**config.mk**
```make
export PLATFORM = sky130hd
export DESIGN_NAME = disp_bcd_conv
export DESIGN_NICKNAME = d
export VERILOG_FILES = /design/src/rtl/disp_pkg.sv /design/src/rtl/bcd_add3.sv /design/src/rtl/disp_bcd_conv.sv
export SDC_FILE = /design/constraint.sdc
export NUM_CORES = 1
export LEC_CHECK = 0
export BUFFER_PORTS_ARGS = -buffer_cell sky130_fd_sc_hd__buf_4
export CORE_AREA = 2 2 98 72
export CTS_BUF_LIST = sky130_fd_sc_hd__clkbuf_4
export CTS_CLUSTER_SIZE = 24
export DETAILED_ROUTE_END_ITERATION = 8
export DIE_AREA = 0 0 100 74
export PLACE_DENSITY = 0.53
export SLEW_MARGIN = 20
export SYNTH_ARGS = -nofsm -noshare
export SYNTH_HDL_FRONTEND = slang
export SYNTH_SLANG_ARGS = --single-unit
export TNS_END_PERCENT = 100
```
**constraint.sdc**
```tcl
create_clock -name clk -period 1.7 [get_ports clk]
set_clock_uncertainty 0.2 [all_clocks]
set_input_delay 0.17 -clock clk [delete_from_list [all_inputs] [get_ports clk]]
set_output_delay 0.17 -clock clk [all_outputs]
set_load 0.005 [all_outputs]
```
**src/rtl/disp_pkg.sv**
```systemverilog
// Shared constants and FSM encoding for the display BCD converter.
package disp_pkg;

  localparam int BCD_W      = 4;
  localparam int DEF_DATA_W = 8;
  localparam int DEF_DIGITS = 3;

  typedef enum logic [1:0] {
    IDLE  = 2'd0,
    SHIFT = 2'd1,
    DONE  = 2'd2
  } state_e;

  function automatic logic [63:0] pow10(input int n);
    logic [63:0] r;
    r = 64'd1;
    for (int i = 0; i < n; i++) r = r * 64'd10;
    return r;
  endfunction

endpackage

```
**src/rtl/bcd_add3.sv**
```systemverilog
// Double-dabble digit correction: a digit of 5 or more gets 3 added
// so that the following left shift carries into the next decade.
module bcd_add3
  import disp_pkg::*;
(
  input  logic [BCD_W-1:0] d_i,
  output logic [BCD_W-1:0] d_o
);

  assign d_o = (d_i >= 4'd5) ? d_i + 4'd3 : d_i;

endmodule

```
**src/rtl/disp_bcd_conv.sv**
```systemverilog
// Sequential double-dabble binary-to-BCD converter for display paths.
// Define DISP_SIGNED_EN to convert two's-complement input with a sign flag.
module disp_bcd_conv
  import disp_pkg::*;
#(
  parameter int DATA_W = DEF_DATA_W,
  parameter int DIGITS = DEF_DIGITS
) (
  input  logic                      clk,
  input  logic                      rst_n,
  input  logic                      in_valid,
  input  logic [DATA_W-1:0]         in_data,
  output logic                      in_ready,
  output logic                      out_valid,
  input  logic                      out_ready,
  output logic [BCD_W*DIGITS-1:0]   bcd_out,
  output logic                      neg
);

  localparam int BW = BCD_W * DIGITS;
  localparam int CW = $clog2(DATA_W + 1);

  if (pow10(DIGITS) <= (64'd1 << DATA_W) - 64'd1) begin : g_range_chk
    $error("disp_bcd_conv: DIGITS cannot hold 2^DATA_W-1");
  end

  state_e            state_q, state_d;
  logic [DATA_W-1:0] opnd_q, opnd_d, mag;
  logic [BW-1:0]     scr_q, scr_d, adj;
  logic [BW-1:0]     bcd_q, bcd_d;
  logic [CW-1:0]     cnt_q, cnt_d;
  logic              last;

  for (genvar g = 0; g < DIGITS; g++) begin : g_add3
    bcd_add3 u_add3 (
      .d_i (scr_q[g*BCD_W +: BCD_W]),
      .d_o (adj[g*BCD_W +: BCD_W])
    );
  end

  assign in_ready  = (state_q == IDLE);
  assign out_valid = (state_q == DONE);
  assign bcd_out   = bcd_q;
  assign last      = (cnt_q == CW'(1));

`ifdef DISP_SIGNED_EN
  logic sgn_q, sgn_d, neg_q, neg_d;
  // Most negative value wraps to itself, which reads as its magnitude.
  assign mag = in_data[DATA_W-1] ? (~in_data + 1'b1) : in_data;
  assign neg = neg_q;
`else
  assign mag = in_data;
  assign neg = 1'b0;
`endif

  always_comb begin
    state_d = state_q;
    opnd_d  = opnd_q;
    scr_d   = scr_q;
    cnt_d   = cnt_q;
    bcd_d   = bcd_q;
`ifdef DISP_SIGNED_EN
    sgn_d   = sgn_q;
    neg_d   = neg_q;
`endif
    unique case (state_q)
      IDLE: begin
        if (in_valid) begin
          state_d = SHIFT;
          opnd_d  = mag;
          scr_d   = '0;
          cnt_d   = CW'(DATA_W);
`ifdef DISP_SIGNED_EN
          sgn_d   = in_data[DATA_W-1];
`endif
        end
      end
      SHIFT: begin
        scr_d  = {adj[BW-2:0], opnd_q[DATA_W-1]};
        opnd_d = {opnd_q[DATA_W-2:0], 1'b0};
        cnt_d  = cnt_q - 1'b1;
        if (last) begin
          state_d = DONE;
          bcd_d   = scr_d;
`ifdef DISP_SIGNED_EN
          neg_d   = sgn_q;
`endif
        end
      end
      DONE: begin
        if (out_ready) state_d = IDLE;
      end
      default: state_d = IDLE;
    endcase
  end

  always_ff @(posedge clk or negedge rst_n) begin
    if (!rst_n) begin
      state_q <= IDLE;
      opnd_q  <= '0;
      scr_q   <= '0;
      cnt_q   <= '0;
      bcd_q   <= '0;
    end else begin
      state_q <= state_d;
      opnd_q  <= opnd_d;
      scr_q   <= scr_d;
      cnt_q   <= cnt_d;
      bcd_q   <= bcd_d;
    end
  end

`ifdef DISP_SIGNED_EN
  always_ff @(posedge clk or negedge rst_n) begin
    if (!rst_n) begin
      sgn_q <= 1'b0;
      neg_q <= 1'b0;
    end else begin
      sgn_q <= sgn_d;
      neg_q <= neg_d;
    end
  end
`endif

endmodule

```
After elaboration in Yosys (flattened, before gate mapping). Cells that the tools add are included.

Add/sub/neg operators: 4. Multipliers: 0. Div/mod/pow operators: 0. $lt $le $gt $ge: 3. Equality and inequality tests: 6. Shifts and indexed selects: 0. Multiplexer cells: 13. Bitwise gates (word level): 0. Reduce and logical (&&, ||, !) cells: 5.

Operators by type and width (number): 12-bit one-hot mux with 2 select lines (1); 8-bit one-hot mux with 2 select lines (1); 4-bit by 3-bit >= comparator with 1-bit output (second input constant) (3); 12-bit two-way mux (1); 4-bit two-way mux (3); 4-bit by 2-bit adder with 4-bit output (second input constant) (2); 8-bit two-way mux (1); 4-bit one-hot mux with 2 select lines (1); 2-bit two-way mux (3); 2-bit one-hot mux with 3 select lines (1); 4-bit by 1-bit equality test with 1-bit output (second input constant) (1); 2-bit inequality test (second input constant) (2); 2-bit AND reduction (2); 4-bit by 1-bit subtractor with 4-bit output (second input constant) (1); 3-bit by 2-bit adder with 3-bit output (second input constant) (1); 3-bit two-way mux (1); 3-bit AND reduction (1); 2-bit by 1-bit equality test with 1-bit output (second input constant) (1); 2-bit equality test (second input constant) (1); 2-bit zero test (1); 2-bit by 1-bit inequality test with 1-bit output (second input constant) (1); 2-bit nonzero test (1).

Register bits: 38. Bits in latches: 0. Bits in writable memories: 0. Bits in read-only memories: 0. Bits of input ports: 12. Output and inout bits: 15. Word-level logic and storage cells: 36. Memories kept: 0.

Logic depth before layout (Yosys ltp).
Word-level depth: 3. Gate-level depth with buffers: 6. Mapped depth without buffers: 6.

By module. From an unflattened synthesis, not the netlist that was laid out.

Cell total of the unflattened synthesis: 178. Area, all modules: 1954.4 um^2.

Modules (own cells, without submodules): disp_bcd_conv (times used 1, cells an instance 130, area each 1650.3 um^2, sequential area each 950.9 um^2); bcd_add3 (times used 3, cells an instance 16, area each 101.3 um^2, sequential area each 0.0 um^2).

Worst setup path before layout. Ideal clock, no wire load.

Path kind: register to register. Start point: register state_q[1]. End point: register bcd_q[0] (netlist: bcd_out[0]). Library setup time: 125 ps. Data arrival time: 1426 ps. Required time: 1375 ps. Setup slack: -51 ps. Stages on the path, launching flop included: 4. Path buffers: 0. Period minus slack after synthesis: 1751 ps. Cell sequence: dfrtp_1 nand2b_4 nor4b_4 mux2_2.

Longest elaborated chain between the ends: 2.

Ends and longest elaborated chain: from (decl) (RTL line disp_bcd_conv.sv:27) `state_e state_q, state_d;`; from (signal assigned) (RTL line disp_bcd_conv.sv:105) `state_q <= state_d;`; 2-bit by 1-bit equality test with 1-bit output (RTL line disp_bcd_conv.sv:66) `unique case (state_q)`; 2-bit AND reduction (no line); to (signal assigned) (RTL line disp_bcd_conv.sv:103) `bcd_q <= '0;`; to (signal assigned) (RTL line disp_bcd_conv.sv:109) `bcd_q <= bcd_d;`; to (decl) (RTL line disp_bcd_conv.sv:30) `logic [BW-1:0] bcd_q, bcd_d;`.

Every way passes these cells. A chain may end at the register's enable or synchronous reset.

Worst setup path in the final report.
Start point: register cnt_q[1]. End point: register bcd_q[0] (netlist: bcd_out[0]).

Longest elaborated chain between the ends: 2.

Ends and longest elaborated chain: from (decl) (RTL line disp_bcd_conv.sv:31) `logic [CW-1:0] cnt_q, cnt_d;`; from (signal assigned) (RTL line disp_bcd_conv.sv:108) `cnt_q <= cnt_d;`; 4-bit by 1-bit equality test with 1-bit output (RTL line disp_bcd_conv.sv:44) `assign last = (cnt_q == CW'(1));`; 2-bit AND reduction (no line).

Every way passes these cells.

==> results.json <==
{
  "outcome": "finished, final reports clean",
  "start_util_pct": 29.0,
  "worstPathArrival_ps": 1730,
  "period_needed_ps": 1700,
  "wl_um": 4260,
  "diodes": 0,
  "slew_violations": 0,
  "grt_use_met2_pct": 17.7,
  "die_area_sq_mm": 0.00740,
  "finalHoldViolations": 0,
  "clk_pin_slew_ps": 110,
  "antenna_found_initial": 0,
  "root_buffer": "clkbuf_4",
  "cp_top_family": "flip-flops",
  "r2r_setup_slack_ps": 4,
  "setup.worst_path.start_class": "flip-flop",
  "yosysUniqueCellTypes": 28,
  "rows": 25,
  "critPathMaxStageDelay_ps": 400,
  "relSlewSlack_pct": 55.5,
  "dr.pass1.iters": 4,
  "synth.most_common_cell": "dfrtp_1",
  "grt_pass1_wl_um": 6780,
  "synthCells": 182,
  "yosysTopAreaCell": "dfrtp_1",
  "rr_startpoint": "cnt_q[1]",
  "grt_max_degree": 39,
  "end_kind": "flip-flop",
  "routedWlPerCell_um": 13.0,
  "hold_end": "opnd_q[6]",
  "place_congestion": 0.736,
  "yosysTopAreaCellShare_pct": 50.4,
  "core_region_area_sq_mm": 0.00651,
  "yosysSeqAreaShare_pct": 50.4,
  "fin_ws_ps": 3.59,
  "grt.met1_usage_pct": 16.9,
  "critPathLaunch": "cnt_q[1]",
  "fp.dieW_um": 100,
  "reg2reg_to": "bcd_out[0]",
  "synth_edf_count": 0,
  "slowest_stage": "dfrtp_1",
  "dpl_cell_area_sq_mm": 0.00228,
  "min-delay-start": "in_valid",
  "vias": 1526,
  "fmax_ghz": 0.589,
  "drc": 0,
  "cp.required_ps": 1730,
  "synth_ff_type": "dfrtp_1",
  "vias_per_cell": 4.67,
  "ys_ff_latch": 38,
  "ir_drop_uv": 501,
  "dp_slack_ps": -169,
  "worst_pin_slew_ps": 664,
  "globalRouteTotalUtil_pct": 12.0,
  "p_leak_uw": 0.00121,
  "io_pins": 27,
  "overflow": 0,
  "use_met3_pct": 3.67,
  "powerDensity_mw_per_mm2": 1760,
  "io_buffers": 25,
  "syn-cell-area_sq_mm": 0.00189,
  "synthTopCellsByCount": "38 x dfrtp_1, 22 x o21ai_0, 16 x a21oi_1",
  "hold_depth": 4,
  "reg2reg_depth": 5,
  "clock_path_buffers": 2,
  "first_global_vias": 1396,
  "clock_latency_ps": 340,
  "path_cells": "inv_2, ha_4, nor4b_4, buf_6, mux2_4",
  "avgSynthCellArea_sq_um": 10.4,
  "async_reset_ff_share_pct": 100,
  "syn_nets": 202,
  "area_growth_pct": 41.4,
  "design_area_sq_mm": 0.00267,
  "ant_nets": 0,
  "final-setup-viol-count": 0,
  "grt_setup_unrepaired": "yes",
  "hold_class": "input port to flip-flop",
  "tritoncts": "yes",
  "cts.sinks": 38,
  "die_h_um": 74,
  "ys_warn_count": 0,
  "drive_gt1_share_pct": 38.6,
  "period_share_pct": 99.8,
  "fillers": 655,
  "place_hpwl_um": 2710,
  "first_iter_violations": 84,
  "drv_cap": 0,
  "synthTopCellsByArea": "dfrtp_1 50%, o21ai_0 5.8%, ha_1 5.3%, a21oi_1 4.2%, mux2_2 4.2%",
  "crit_type": "flip-flop to flip-flop",
  "nNetsFinal": 265,
  "htreeDepth": 2,
  "cts_made_buffers": 5,
  "whs_ps": 36.3,
  "path_buf_inv": 2,
  "cp_max_fo": 7,
  "grt-busiest-layer": "met2"
}
## repair_timing
action / in CTS / in global routing
hold endpoints to repair: 47 / 0
endpoints found under the setup margin: 22 / 14
gates resized for setup: 11 / 30
pin swaps: 1 / 6
hold buffers: 10 / 0
buffers inserted: 4 / 6
## tightest hold or removal path, cell delays in order
cell     delay [ps]
buf_4           150
nor2b_1          60
a21oi_1         100
o21ai_0          70
## routing by layer
layer / up-vias / share of wire [%] / routed length, um
met1: 750 / 52 / 2220
met5: - / 0 / 0
met2: 17 / 45 / 1890
met3: 2 / 2.7 / 117
met4: 0 / 0.49 / 21
li1: 757 / - / -
## area by class of cell
class / count / area [sq um] / share of cell area (%)
Tap cell: 81 / 101 / 3.80
Sequential cell: 38 / 951 / 35.6
Clock inverter: 2 / 8.76 / 0.328
Inverter: 9 / 33.8 / 1.27
Multi-Input combinational cell: 126 / 1000 / 37.5
Timing Repair Buffer: 65 / 528 / 19.8
Clock buffer: 6 / 45.0 / 1.69
## flip-flops by register name, indices dropped and copies added, names as in the netlist
| register | count |
|---|---|
| opnd_q | 8 |
| bcd_out | 12 |
| state_q | 2 |
| scr_q | 12 |
| cnt_q | 4 |
## worst max-delay path by stage
stage            endpoint  depth (start not counted)
2_1_floorplan  bcd_out[0]                          3
3_3_place_gp    opnd_q[3]                          3
3_5_place_dp    opnd_q[7]                          3
4_1_cts        bcd_out[1]                          4
5_1_grt        bcd_out[0]                          5
6_report       bcd_out[0]                          5
## layout by cell type, fill, tap and decap left out, types with 4 or more instances in the layout
master	Yosys	layout
buf_4	1	52
dfrtp_1	38	38
o21ai_0	22	20
a21oi_1	16	12
nor2b_1	12	10
nand2_1	10	10
dlygate4sd3_1	0	10
nor2_1	9	8
mux2_4	0	7
a22oi_1	7	7
a22o_1	7	7
inv_1	9	6
clkbuf_4	0	6
nand2b_4	1	4
nor3_1	4	4
ha_2	0	4
## cell families after synthesis
family	synth area share [%]
mux	5.77
xor+xnor	1.39
flops	50.4
fa+ha+maj	5.30
buf+inv	4.18
compound gates	17.9
simple gates	14.9
other cells	0.199
## metrics by stage
stage / util [%] / setup TNS [ps] / std cells / total power [uW]
after floorplan: - / -65.2 / 182 / 2850
after global placement: 35.1 / -959 / 299 / 3640
after detailed placement: 35.1 / -2100 / 299 / 3680
after CTS: 38.5 / -1.04 / 321 / 4300
after global routing: 41.0 / -450 / 327 / 5110
final: 41.0 / 0 / 327 / 4700
## where the power goes
| group | internal [uW] | total, uW | switching, uW |
|---|---|---|---|
| Combinational | 1460 | 2570 | 1110 |
| Clock | 172 | 478 | 306 |
| Sequential | 1310 | 1650 | 345 |
| Total | 2940 | 4700 | 1760 |
Note: power is estimated with default switching activity, not from simulation.
